===== config.mk =====
export PLATFORM = sky130hd
export DESIGN_NAME = alu_instr_sequencer_flat
export DESIGN_NICKNAME = d
export VERILOG_FILES = /design/src/rtl/alu_seq_pkg.sv /design/src/rtl/alu_instr_sequencer_if.sv /design/src/rtl/Decode_And_Execute.sv /design/src/rtl/alu_seq_regfile.sv /design/src/rtl/alu_instr_sequencer.sv /design/src/flat_wrapper.sv
export SDC_FILE = /design/constraint.sdc
export NUM_CORES = 1
export LEC_CHECK = 0
export CAP_MARGIN = 20
export CELL_PAD_IN_SITES_DETAIL_PLACEMENT = 0
export CELL_PAD_IN_SITES_GLOBAL_PLACEMENT = 2
export CORE_ASPECT_RATIO = 1.25
export CORE_MARGIN = 2
export CORE_UTILIZATION = 39
export DETAILED_ROUTE_END_ITERATION = 8
export GPL_TIMING_DRIVEN = 0
export PLACE_DENSITY_LB_ADDON = 0.1
export SLEW_MARGIN = 20
export SYNTH_ARGS = -nofsm -noshare
export SYNTH_HDL_FRONTEND = slang
export SYNTH_SLANG_ARGS = --single-unit
export TNS_END_PERCENT = 5

===== constraint.sdc =====
create_clock -name clk -period 2.6 [get_ports clk]
set_input_delay 0.26 -clock clk [delete_from_list [all_inputs] [get_ports clk]]
set_output_delay 0.26 -clock clk [all_outputs]
set_load 0.02 [all_outputs]

===== src/rtl/alu_seq_pkg.sv =====
// alu_seq_pkg: shared widths, instruction field positions, opcodes and FSM encoding
// for the ALU instruction sequencer.
package alu_seq_pkg;
    localparam int DW = 4;
    localparam int AW = 2;
    localparam int IW = 9;
    localparam int OP_LSB = 6;
    localparam int RD_LSB = 4;
    localparam int RS_LSB = 2;
    localparam int RT_LSB = 0;
    localparam logic [2:0] OP_ADD = 3'b000;
    localparam logic [2:0] OP_SUB = 3'b001;
    localparam logic [2:0] OP_AND = 3'b010;
    localparam logic [2:0] OP_OR  = 3'b011;
    localparam logic [2:0] OP_ROL = 3'b100;
    localparam logic [2:0] OP_ASR = 3'b101;
    localparam logic [2:0] OP_EQ  = 3'b110;
    localparam logic [2:0] OP_GT  = 3'b111;
    typedef enum logic [1:0] {S_IDLE, S_READ, S_EXEC, S_WB} state_t;
endpackage


===== src/rtl/alu_instr_sequencer_if.sv =====
// alu_instr_sequencer_if: host-side bus of the sequencer.
//   instruction port: instr_valid/instr_ready/instr
//   host load port:   ld_en/ld_addr/ld_data
//   result port:      res_valid/res_data/res_addr
// master = host, slave = sequencer.
interface alu_instr_sequencer_if;
    import alu_seq_pkg::*;
    logic          instr_valid;
    logic          instr_ready;
    logic [IW-1:0] instr;
    logic          ld_en;
    logic [AW-1:0] ld_addr;
    logic [DW-1:0] ld_data;
    logic          res_valid;
    logic [DW-1:0] res_data;
    logic [AW-1:0] res_addr;
    modport master (
        output instr_valid, instr, ld_en, ld_addr, ld_data,
        input  instr_ready, res_valid, res_data, res_addr
    );
    modport slave (
        input  instr_valid, instr, ld_en, ld_addr, ld_data,
        output instr_ready, res_valid, res_data, res_addr
    );
endinterface


===== src/rtl/Decode_And_Execute.sv =====
// Decode_And_Execute: 4-bit combinational ALU.
//   rs, rt : operands
//   sel    : operation select
//   rd     : result (mod 16)
module Decode_And_Execute
    import alu_seq_pkg::*;
(
    input  logic [DW-1:0] rs,
    input  logic [DW-1:0] rt,
    input  logic [2:0]    sel,
    output logic [DW-1:0] rd
);
    always_comb begin
        rd = '0;
        case (sel)
            OP_ADD: rd = rs + rt;
            OP_SUB: rd = rs - rt;
            OP_AND: rd = rs & rt;
            OP_OR:  rd = rs | rt;
            OP_ROL: rd = {rs[2:0], rs[3]};
            OP_ASR: rd = {rt[3], rt[3:1]};
            OP_EQ:  rd = {3'b111, rs == rt};
            default: rd = {3'b101, rs > rt};
        endcase
    end
endmodule


===== src/rtl/alu_seq_regfile.sv =====
// alu_seq_regfile: 4x4 register file, async reset to RESET_VAL.
//   clk, rst_n               : clock, async active-low reset
//   i_we/i_waddr/i_wdata     : single synchronous write port
//   i_rs_addr -> o_rs_data   : combinational read
//   i_rt_addr -> o_rt_data   : combinational read
//   i_dbg_addr -> o_dbg_data : combinational debug read
module alu_seq_regfile
    import alu_seq_pkg::*;
#(
    parameter logic [DW-1:0] RESET_VAL = '0
) (
    input  logic          clk,
    input  logic          rst_n,
    input  logic          i_we,
    input  logic [AW-1:0] i_waddr,
    input  logic [DW-1:0] i_wdata,
    input  logic [AW-1:0] i_rs_addr,
    output logic [DW-1:0] o_rs_data,
    input  logic [AW-1:0] i_rt_addr,
    output logic [DW-1:0] o_rt_data,
    input  logic [AW-1:0] i_dbg_addr,
    output logic [DW-1:0] o_dbg_data
);
    logic [DW-1:0] r_mem [4];

    always_ff @(posedge clk or negedge rst_n) begin
        if (!rst_n) r_mem <= '{default: RESET_VAL};
        else if (i_we) r_mem[i_waddr] <= i_wdata;
    end

    assign o_rs_data  = r_mem[i_rs_addr];
    assign o_rt_data  = r_mem[i_rt_addr];
    assign o_dbg_data = r_mem[i_dbg_addr];
endmodule


===== src/rtl/alu_instr_sequencer.sv =====
// alu_instr_sequencer: runs instructions through Decode_And_Execute over a 4-entry
// register file with an IDLE -> READ -> EXEC -> WB FSM.
//   clk, rst_n      : clock, async active-low reset
//   bus (slave)     : instruction, host load and result ports
//   busy            : FSM not in IDLE
//   dbg_addr/data   : combinational register-file read
//   instr_count     : retired-instruction count when INSTR_COUNT_EN is defined, else 0
module alu_instr_sequencer
    import alu_seq_pkg::*;
#(
    parameter int            ALU_LAT   = 1,
    parameter logic [DW-1:0] RESET_VAL = 4'b0000
) (
    input  logic                 clk,
    input  logic                 rst_n,
    alu_instr_sequencer_if.slave bus,
    output logic                 busy,
    input  logic [AW-1:0]        dbg_addr,
    output logic [DW-1:0]        dbg_data,
    output logic [7:0]           instr_count
);
    state_t        r_state, w_next;
    logic [IW-1:0] r_instr;
    logic [DW-1:0] r_opa, r_opb, r_res_data;
    logic [AW-1:0] r_res_addr;
    logic [1:0]    r_cnt;
    logic [DW-1:0] w_alu, w_rs_data, w_rt_data, w_wdata;
    logic [AW-1:0] w_waddr;
    logic          w_we, w_idle, w_wb, w_accept;

    always_ff @(posedge clk or negedge rst_n) begin
        if (!rst_n) r_state <= S_IDLE;
        else r_state <= w_next;
    end

    always_comb begin
        w_next = r_state;
        case (r_state)
            S_IDLE:  w_next = (!bus.ld_en && bus.instr_valid) ? S_READ : S_IDLE;
            S_READ:  w_next = S_EXEC;
            S_EXEC:  w_next = (r_cnt == '0) ? S_WB : S_EXEC;
            default: w_next = S_IDLE;
        endcase
    end

    // A host load owns the write port in IDLE, so it also blocks acceptance.
    always_comb begin
        w_idle          = r_state == S_IDLE;
        w_wb            = r_state == S_WB;
        w_accept        = w_idle && !bus.ld_en && bus.instr_valid;
        bus.instr_ready = w_idle && !bus.ld_en;
        bus.res_valid   = w_wb;
        busy            = !w_idle;
        w_we            = w_wb || (w_idle && bus.ld_en);
        w_waddr         = w_wb ? r_res_addr : bus.ld_addr;
        w_wdata         = w_wb ? r_res_data : bus.ld_data;
    end

    // The result is captured on the last EXEC cycle so res_data/res_addr are
    // already valid while WB writes them back, and hold afterwards.
    always_ff @(posedge clk or negedge rst_n) begin
        if (!rst_n) begin
            r_instr    <= '0;
            r_opa      <= '0;
            r_opb      <= '0;
            r_cnt      <= '0;
            r_res_data <= '0;
            r_res_addr <= '0;
        end else begin
            if (w_accept) r_instr <= bus.instr;
            if (r_state == S_READ) begin
                r_opa <= w_rs_data;
                r_opb <= w_rt_data;
                r_cnt <= 2'(ALU_LAT - 1);
            end
            if (r_state == S_EXEC) r_cnt <= r_cnt - 2'd1;
            if (r_state == S_EXEC && r_cnt == '0) begin
                r_res_data <= w_alu;
                r_res_addr <= r_instr[RD_LSB +: AW];
            end
        end
    end

    assign bus.res_data = r_res_data;
    assign bus.res_addr = r_res_addr;

    alu_seq_regfile #(.RESET_VAL(RESET_VAL)) u_rf (
        .clk        (clk),
        .rst_n      (rst_n),
        .i_we       (w_we),
        .i_waddr    (w_waddr),
        .i_wdata    (w_wdata),
        .i_rs_addr  (r_instr[RS_LSB +: AW]),
        .o_rs_data  (w_rs_data),
        .i_rt_addr  (r_instr[RT_LSB +: AW]),
        .o_rt_data  (w_rt_data),
        .i_dbg_addr (dbg_addr),
        .o_dbg_data (dbg_data)
    );

    Decode_And_Execute u_alu (
        .rs  (r_opa),
        .rt  (r_opb),
        .sel (r_instr[OP_LSB +: 3]),
        .rd  (w_alu)
    );

`ifdef INSTR_COUNT_EN
    logic [7:0] r_count;
    always_ff @(posedge clk or negedge rst_n) begin
        if (!rst_n) r_count <= '0;
        else if (w_wb) r_count <= r_count + 8'd1;
    end
    assign instr_count = r_count;
`else
    assign instr_count = 8'd0;
`endif
endmodule


===== src/flat_wrapper.sv =====
// flat-port wrapper written by rule: the top's interface ports become plain ports
module alu_instr_sequencer_flat import alu_seq_pkg::*;
#(
    parameter int            ALU_LAT   = 1,
    parameter logic [DW-1:0] RESET_VAL = 4'b0000
)
  (clk, rst_n, busy, dbg_addr, dbg_data, instr_count, bus_instr_valid, bus_instr, bus_ld_en, bus_ld_addr, bus_ld_data, bus_instr_ready, bus_res_valid, bus_res_data, bus_res_addr);
  alu_instr_sequencer_if bus_i ();
  input  logic clk;
  input  logic rst_n;
  output logic busy;
  input  logic [AW-1:0] dbg_addr;
  output logic [DW-1:0] dbg_data;
  output logic [7:0] instr_count;
  input wire logic [$bits(bus_i.instr_valid)-1:0] bus_instr_valid;
  input wire logic [$bits(bus_i.instr)-1:0] bus_instr;
  input wire logic [$bits(bus_i.ld_en)-1:0] bus_ld_en;
  input wire logic [$bits(bus_i.ld_addr)-1:0] bus_ld_addr;
  input wire logic [$bits(bus_i.ld_data)-1:0] bus_ld_data;
  output wire logic [$bits(bus_i.instr_ready)-1:0] bus_instr_ready;
  output wire logic [$bits(bus_i.res_valid)-1:0] bus_res_valid;
  output wire logic [$bits(bus_i.res_data)-1:0] bus_res_data;
  output wire logic [$bits(bus_i.res_addr)-1:0] bus_res_addr;
  assign bus_i.instr_valid = bus_instr_valid;
  assign bus_i.instr = bus_instr;
  assign bus_i.ld_en = bus_ld_en;
  assign bus_i.ld_addr = bus_ld_addr;
  assign bus_i.ld_data = bus_ld_data;
  assign bus_instr_ready = bus_i.instr_ready;
  assign bus_res_valid = bus_i.res_valid;
  assign bus_res_data = bus_i.res_data;
  assign bus_res_addr = bus_i.res_addr;
  alu_instr_sequencer #(.ALU_LAT(ALU_LAT), .RESET_VAL(RESET_VAL)) u_core (.clk(clk), .rst_n(rst_n), .bus(bus_i), .busy(busy), .dbg_addr(dbg_addr), .dbg_data(dbg_data), .instr_count(instr_count));
endmodule

---- Word level (Yosys, flattened, before mapping) ----
Cells that the tools add are included.
storage, ports and cells
  register bits ........................... 43
  bits of input ports ..................... 21
operators by class
  add/subtract/negate cells ............... 3
  $lt $le $gt $ge ......................... 6
  equality and inequality tests ........... 10
  multiplexer cells ....................... 20
  bitwise logic cells ..................... 6
  reduce and logical (&&, ||, !) cells .... 13
operator list
  operator                                                                      number
  4-bit 2-to-1 mux                                                              8
  4-bit case mux with 7 select lines                                            1
  4-bit binary-select mux with 2-bit select                                     3
  16-bit bitwise mux                                                            1
  3-bit >= comparator, second input constant                                    4
  2-bit NOT with 3-bit output                                                   4
  3-bit == test, second input constant                                          3
  4-bit demux with 2-bit select                                                 1
  3-bit by 2-bit == test with 1-bit output, second input constant               2
  1-bit logical AND                                                             6
  2-bit 2-to-1 mux                                                              3
  2-bit case mux with 3 select lines                                            1
  4-bit adder                                                                   1
  4-bit AND                                                                     1
  2-bit == test, second input constant                                          2
  4-bit == test                                                                 1
  4-bit > comparator                                                            1
  2-bit logical NOT                                                             2
  4-bit OR                                                                      1
  4-bit subtractor                                                              1
  3-bit by 1-bit == test with 1-bit output, second input constant               1
  3-bit logical NOT                                                             1
  3-bit by 1-bit less-than comparator with 1-bit output, second input constant  1
  2-bit by 1-bit == test with 1-bit output, second input constant               1
  5 further kinds                                                               7

---- Longest topological paths before layout ----
Gate-level depths: netlist of run 1.
  word-level depth ........................ 8
  mapped depth ............................ 8
  depth with buffers taken out ............ 8

---- Modules after synthesis ----
A second synthesis of run 1 with hierarchy kept.
unflattened totals
  cells, all modules ...................... 209
  area, all modules ....................... 2743.9 um^2
by module, submodules not included
  module               instances  cells an instance  area an instance (um^2)  seq. area each (um^2)
  alu_instr_sequencer  1          87                 1256.2                   675.6
  alu_seq_regfile      1          48                 900.9                    400.4
  Decode_And_Execute   1          74                 586.8                    0.0

---- Worst setup path after synthesis of run 1 ----
OpenSTA, ideal clock, no wires.
  path type ............................... reg-to-reg
  from .................................... register u_core.r_opa[0]
  to ...................................... register u_core.r_res_data[1] (netlist: u_core.bus.res_data[1])
  library setup time ...................... 124 ps
  data arrival time ....................... 1577 ps
  required time ........................... 2476 ps
  setup slack ............................. 900 ps
  stages on the path, launching flop included .. 8
  path buffers ............................ 0
  clock period less this slack ............ 1700 ps
  cells stage by stage .................... dfrtp_1 -> inv_1 -> ha_1 -> inv_1 -> fa_1 -> o211ai_1 -> a21oi_1 -> o31a_1
between the ends
  longest elaborated chain between the ends .. 2
  elaborated cells on any way between the ends .. 3
RTL lines
  what                                             line                                                source
  start: declaration                               alu_instr_sequencer.sv:24                           logic [DW-1:0] r_opa, r_opb, r_res_data;
  start signal: assignment                         alu_instr_sequencer.sv:72                           r_opa <= w_rs_data;
  4-bit subtractor or 4-bit adder (tied branches)  Decode_And_Execute.sv:17, Decode_And_Execute.sv:16
  4-bit case mux with 7 select lines (*)           Decode_And_Execute.sv:15                            case (sel)
  end signal: assignment                           alu_instr_sequencer.sv:78                           r_res_data <= w_alu;
  end: declaration                                 alu_instr_sequencer.sv:24
Every way passes the cells marked *; elsewhere a longest branch is shown, timed or not.
A chain may end at the register's enable or synchronous reset.

---- Worst setup path after layout of run 1 ----
  from .................................... input port dbg_addr[0]
  to ...................................... output port dbg_data[2]
between the ends
  longest elaborated chain between the ends .. 4
RTL lines
  what                                                  line                   source
  start: declaration                                    flat_wrapper.sv:12     input logic [AW-1:0] dbg_addr;
  2-bit NOT with 3-bit output (not written as such)     alu_seq_regfile.sv:33  assign o_dbg_data = r_mem[i_dbg_addr];
  4-bit binary-select mux with 2-bit select             alu_seq_regfile.sv:33
  4-bit 2-to-1 mux (not written as such) (2 in series)  alu_seq_regfile.sv:33
  end: declaration                                      flat_wrapper.sv:13     output logic [DW-1:0] dbg_data;
Every way passes these cells. The select of a mux whose other input is x is not followed.

==> results.md, run 1 <==
* Outcome: complete, no violations
* Die W at approximately 80 um
* Max IR drop VDD at 0.635 mV
* Final Max Slew Viols at 0
* Initial DRT Pass Iterations at 4
* WL final at 6200 um
* Drt first-iter violations at around 90
* Period Utilization, post-route at roughly nine tenths
* Fillers at roughly 680
* Routed vias at between 1.5k and 2k
* Reg2Reg Depth at 7
* Data arrival time of the critical path at 2.03 ns
* Clock buffer depth at 2
* Vias in the first global route at just under 2k
* Most used flip-flop cell after synthesis: dfrtp_1
* Top-area cell type share of the netlist area at ~38%
* Clk_skew at 0.00581 ns
* RSZ-0062 raised after global routing: no
* RD Place Congestion at roughly 0.77
* CTS buffer count at 5
* Setup TNS at 0 ns
* Core Area at about 7000 um^2
* Post-synth EDFFs at 0
* Syn Std Cell Area at around 2800 um^2
* Worst hold-check path type: in2async
* Max H-tree Level at 2
* Setup crit start kind: primary input
* Slowest stage delay, CP at between 0.6 and 0.7 ns
* Largest net degree at the start of global routing at 30
* Syn. warnings at 0
* Seq pwr share at roughly a third
* CTS tree: done
* Tmin final at ~2.3 ns
* Pwr Density at approximately 1200 nW/um^2
* Placed wire-length estimate at approximately 4800 um
* Post-route DRC at 0
* Most frequent cell on the critical path: clkdlybuf4s50_1
* Crit-path cells: clkdlybuf4s50_1 > mux4_2 > clkdlybuf4s50_1
* Top post-synthesis cells by area: dfrtp_1, mux4_2, ha_1
* Die ar. at approximately 8000 um^2
* Initial Util at around 40%
* First-pass GRT wire length at between 10,000 and 15,000 um
* Fraction of layout cells with a size suffix above 1 at around 25%
* Tot Pwr at 4.28 mW
* Syn avg cell area at about 11 um^2
* Gr usage total at 16.7%
* Logic gate share of total power at 55.6%
* CP Depth at 3
* Sw Share at 40.5%
* CP Max Fanout at 4
* Sequential area share after synthesis at between 30 and 40%
* IO Port Bufs at 33
* Setup violators final at 0
* Register Area at between 1000 and 1500 um^2
* Antenna viol nets, final at 0
* Area of the multi-input gates at about 1600 um^2
* Syn Inst Count at 250
* Net Switching at 1.74 mW
* Slowest cell on crit path: clkdlybuf4s50_1
* Lkg Pwr at 1.52 nW
* CTS sink cnt at 43
* Global route total overflow at 0
* Asr flop ratio synth at 100%
* Worst-skew pair later-pin latency at 0.29 ns
* ANT cells at 0
* Via-to-Cell Ratio at 5.01
* Proportion of power drawn by the clock network at about 13%
* Pint at 2.55 mW
* Synthesis-stage register bit count at 43
* IO Count at 42
* Max-Cap Viols at 0
* Fin nets at 339
* Synth unique cells at 47
* WL/cell at roughly 16 um
* Dominant cell type by area after synthesis: dfrtp_1
* Die height at approximately 99 um
* WS Path Type: in2out
* Worst Setup End Kind: output port
* Initial antenna violation count at 0
* Final Hold Violating Endpoints at 0
* Root buffer cell: clkbuf_8
* Buffer and inverter count on the worst path at 2
* Row count at 34
* Syn-to-layout area delta at 21.5%
* Clk slew on worst S/H paths at roughly 0.090 ns
* Max Freq at about 440 MHz
* CP top delay family: buffers and inverters
* Crit path required time at between 2 and 2.5 ns
* CTS resizes at 0
## cell families after synthesis
kind of cell | after synthesis | share of synthesized area, %
AND/OR/NAND/NOR | 56 | 11.3
AO/OA/AOI/OAI | 51 | 11.3
flip-flops | 43 | 37.9
multiplexers | 41 | 22.9
buffers and inverters | 37 | 7.04
adder cells (fa/ha/maj) | 19 | 8.89
XOR/XNOR | 2 | 0.617
other | 1 | 0.132
## state kept, by name, indices dropped and copies added (netlist names)
signal	flops
u_core.u_rf.r_mem	16
u_core.r_opb	4
u_core.r_cnt	2
u_core.bus.res_addr	2
u_core.r_opa	4
u_core.bus.res_data	4
u_core.r_instr	9
u_core.r_state	2
## metal layers
| metal | vias to the layer above | part of all wire [%] | wire length [um] | track usage, % |
|---|---|---|---|---|
| li1 | 967 | - | - | - |
| met3 | 6 | 2.4 | 149 | 2.18 |
| met5 | - | 0 | 0 | 0 |
| met2 | 32 | 51 | 3170 | 28.1 |
| met1 | 947 | 45 | 2790 | 22.4 |
| met4 | 0 | 1.3 | 80 | 4.82 |
## final timing paths
path	startpoint	end	slack, ns
worst max-delay path	dbg_addr[0]	dbg_data[2]	0.31
worst min-delay path	rst_n	u_core.r_state[1]	0.41
worst max register to register	u_core.r_opa[0]	u_core.bus.res_data[1]	0.72
worst min register to register	u_core.r_instr[4]	u_core.bus.res_addr[0]	0.50
max in group asynchronous	rst_n	u_core.r_opb[0]	1.70
min in group clk	u_core.r_instr[4]	u_core.bus.res_addr[0]	0.50
## power by group through the flow
stage	clock network (mW)	logic, mW	registers [mW]
final	0.547	2.38	1.36
after global routing	0.595	2.62	1.42
after CTS	0.568	2.41	1.36
after detailed placement	0	2.39	1.38
after global placement	0	2.39	1.36
after floorplan	0	1.75	1.31
## area by class of cell
type / instances / area share, %
clock inverters: 2 / 1.01
flip-flops and latches: 43 / 31.2
plain buffers: 19 / 3.84
well taps: 90 / 3.26
inverters: 18 / 1.96
multi-input cells: 177 / 46.1
clock buffers: 6 / 2.39
repair buffers: 35 / 10.3
## layout by cell type (no fill, tap or decap), drive strengths merged, types with 2 or more instances in the layout
master and instances:
dfrtp 43, conb 8, nor2 15, nand2 19, buf 18, o21ai 19, mux2 23, fa 2
o211ai 2, inv 18, clkdlybuf4s50 32, ha 17, clkbuf 9, nand3 5, nand2b 3, xor2 2
nor2b 2, mux4 12, nor3 2, mux2i 6, a21oi 19, o22ai 2, nand3b 2
## synthesized netlist by cell type, types with 2 or more instances
library cell,instances
o21ai_0,19
mux2i_1,5
nor2_2,2
nand3b_1,2
mux4_2,12
xor2_1,2
nor3_1,2
mux2_2,10
dfrtp_1,43
nand2b_1,3
nor2b_1,2
nor2_1,13
nand2_4,3
fa_1,2
buf_6,3
nand2_1,15
mux2_4,13
o211ai_1,2
a21oi_1,17
buf_2,4
buf_4,9
inv_1,18
a21oi_4,2
clkbuf_1,3
o22ai_1,2
ha_1,17
nand3_1,5
## stage by stage
| step | cells | instance area [um^2] | util [%] | hold slack [ns] | worst slack (ns) |
|---|---|---|---|---|---|
| after detailed placement | 381 | 3330 | 47.4 | 0.209 | 0.284 |
| after floorplan | 257 | 2870 | - | -0.0356 | 0.900 |
| final | 390 | 3450 | 49.2 | 0.411 | 0.310 |
| after CTS | 390 | 3450 | 49.2 | 0.414 | 0.282 |
| after global placement | 380 | 3310 | 47.2 | 0.467 | 0.0373 |
| after global routing | 390 | 3450 | 49.2 | 0.448 | 0.245 |
## what timing repair did
action                    4_1_cts  5_1_grt
buffers inserted                0        0
hold buffers                    1        0
hold endpoints to repair       14        0
Power figures use the tool's default switching activity.
==> run 2, diff against run 1 <==
- SLEW_MARGIN: 20 -> not set
==> results of run 2 <==
No change in the layout: final DEF, timing and power equal those of run 1.
==> run 3, diff against run 2 <==
- CELL_PAD_IN_SITES_DETAIL_PLACEMENT: 0 -> not set
- CELL_PAD_IN_SITES_GLOBAL_PLACEMENT: 2 -> not set
- CORE_UTILIZATION: 39 -> 59
- PLACE_DENSITY: not set -> 0.86
- PLACE_DENSITY_LB_ADDON: 0.1 -> not set
==> run 3 against run 2 <==
Clock power fell by 16%. Die area shrank 33%. Sequential share of layout area rose by 0.43 points. Largest power group unchanged.
==> results.md, run 3 (same netlist as run 1, synthesis figures left out) <==
* Drt first-iter violations at around 120
* Final Max Slew Viols at 0
* CTS tree: done
* CP Max Fanout at 4
* Worst R2R Setup Slack at between 0.7 and 0.8 ns
* Most frequent cell on the critical path: clkdlybuf4s50_1
* Clk slew on worst S/H paths at approximately 0.08 ns
* Setup crit start kind: primary input
* Final Hold Violating Endpoints at 0
* Root buffer cell: clkbuf_8
* RSZ-0062 raised after global routing: no
* Crit path required time at 2.34 ns
* Slowest stage delay, CP at around 0.64 ns
* Outcome: complete, no violations
* Crit-path cells: clkdlybuf4s50_1 > mux4_2 > clkdlybuf4s50_1
* Max H-tree Level at 2
* Fin nets at roughly 340
* Initial Util at 60.5%
* Pwr Density at ~1200 nW/um^2
* Routed vias at ~2k
* Fraction of layout cells with a size suffix above 1 at about a quarter
* Clock buffer depth at 2
* Biggest regs: u_core.u_rf.r_mem (16), u_core.r_instr (9)
* Worst hold-check path type: in2async
* Global route total overflow at 0
* Via-to-Cell Ratio at between 5 and 6
* Die height at roughly 80 um
* RR Endpoint: u_core.bus.res_data[3]
* CTS sink cnt at 43
* Die ar. at about 5400 um^2
* Tot Pwr at approximately 4.3 mW
* R2r startpoint: u_core.r_opb[1]
* Vias in the first global route at ~2.1k
* Number of flip-flops in the largest register at 16
* IO Count at 42
* Worst-skew pair later-pin latency at between 0.2 and 0.3 ns
* Post-layout util at roughly 73%
* Crit path from: dbg_addr[0]
* Die W at between 60 and 70 um
* Gr usage total at approximately a quarter
* Initial antenna violation count at 0
* Setup TNS at 0 ns
* Syn-to-layout area delta at 19.9%
* Most frequent cells in the layout: dfrtp_1, clkdlybuf4s50_1, o21ai_0
* CTS resizes at 0
* IO Port Bufs at 33
* Post-route DRC at 0
* Reg2Reg Depth at 6
* Initial DRT Pass Iterations at 4
* Most common cell after layout, fill and taps aside: dfrtp_1
* Max Freq at about 440 MHz
* Placed wire-length estimate at about 4700 um
* Placed cell count at approximately 350
* Final Cell Area at 3410 um^2
* Core Area at roughly 4700 um^2
* Max IR drop VDD at between 0.6 and 0.7 mV
* Most flops, register: u_core.u_rf.r_mem
* Period Utilization, post-route at slightly below 90%
* CP Capture Point: dbg_data[2]
* Antenna viol nets, final at 0
* First-pass GRT wire length at about 9900 um
* RD Place Congestion at 0.862
* Largest net degree at the start of global routing at 23
* ANT cells at 0
* Post-DP Area at 3300 um^2
* Lkg Pwr at 1.52 nW
* CTS buffer count at 5
* Tightest Pin Transition at 0.550 ns
* WS Path Type: in2out
* Max-Cap Viols at 0
* Slowest cell on crit path: clkdlybuf4s50_1
* Clk_skew at ~0.0023 ns
* Post-CTS Setup Bufs at 0
* Final Instance Count excl. Fillers at 360
* Setup violators final at 0
* Relative slew slack at 63.4%
* WL/cell at between 15 and 20 um
* Tmin final at 2.28 ns
* Post-CTS Hold Fix Bufs at 1
* Row count at 28
* WL final at just over 6000 um
* Data arrival time of the critical path at about 2.0 ns
* Worst Setup End Kind: output port
==> run 3: changes by cell type in the layout (fill, tap and decap cells not counted), sizes merged <==
cell / before / now
clkinv: 1 / 0
clkbuf: 9 / 11
bufinv: 1 / 0
==> run 3: worst min-delay path by stage <==
stage / depth (start not counted) / slack, ns / to
after global placement: 2 / 0.46 / u_core.bus.res_addr[0]
after global routing: 2 / 0.54 / u_core.r_instr[4]
after detailed placement: 1 / 0.27 / u_core.r_instr[4]
after CTS: 2 / 0.48 / u_core.r_instr[4]
after floorplan: 0 / -0.04 / u_core.bus.res_addr[0]
final: 2 / 0.50 / u_core.r_instr[4]
==> run 3: layout make-up <==
type / count / area (um^2)
sequential: 43 / 1080
fill: 339 / 1290
multi-input combinational: 177 / 1590
clock buffer: 8 / 100
inverter: 18 / 67.6
buffer: 19 / 133
tap: 60 / 75.1
timing repair buffer: 35 / 363
==> run 3: where the power goes <==
group	internal, mW	leakage [nW]	total (mW)	switching [mW]
clock	0.242	0.0515	0.461	0.219
sequential	1.00	0.514	1.36	0.357
combinational	1.24	0.950	2.43	1.19
total	2.49	1.52	4.25	1.76
==> run 3: worst max-delay path, delay by kind of cell <==
| family | cells | cell delay (ns) |
|---|---|---|
| buffers and inverters | 2 | 1.19 |
| muxes | 1 | 0.56 |
==> run 3: per-stage QoR <==
stage,setup slack [ns],hold slack (ns)
6_report,0.320,0.501
5_1_grt,0.256,0.539
4_1_cts,0.297,0.483
3_5_place_dp,0.298,0.269
3_3_place_gp,0.186,0.459
2_1_floorplan,0.900,-0.0356
==> run 3: per-layer routing <==
layer / part of all wire, % / global-route usage (%) / vias to the layer above
met5: 0 / 0 / -
met4: 2.2 / 8.98 / 0
met3: 3.2 / 3.29 / 14
met2: 55 / 46.5 / 55
met1: 39 / 28.8 / 1004
li1: - / - / 966
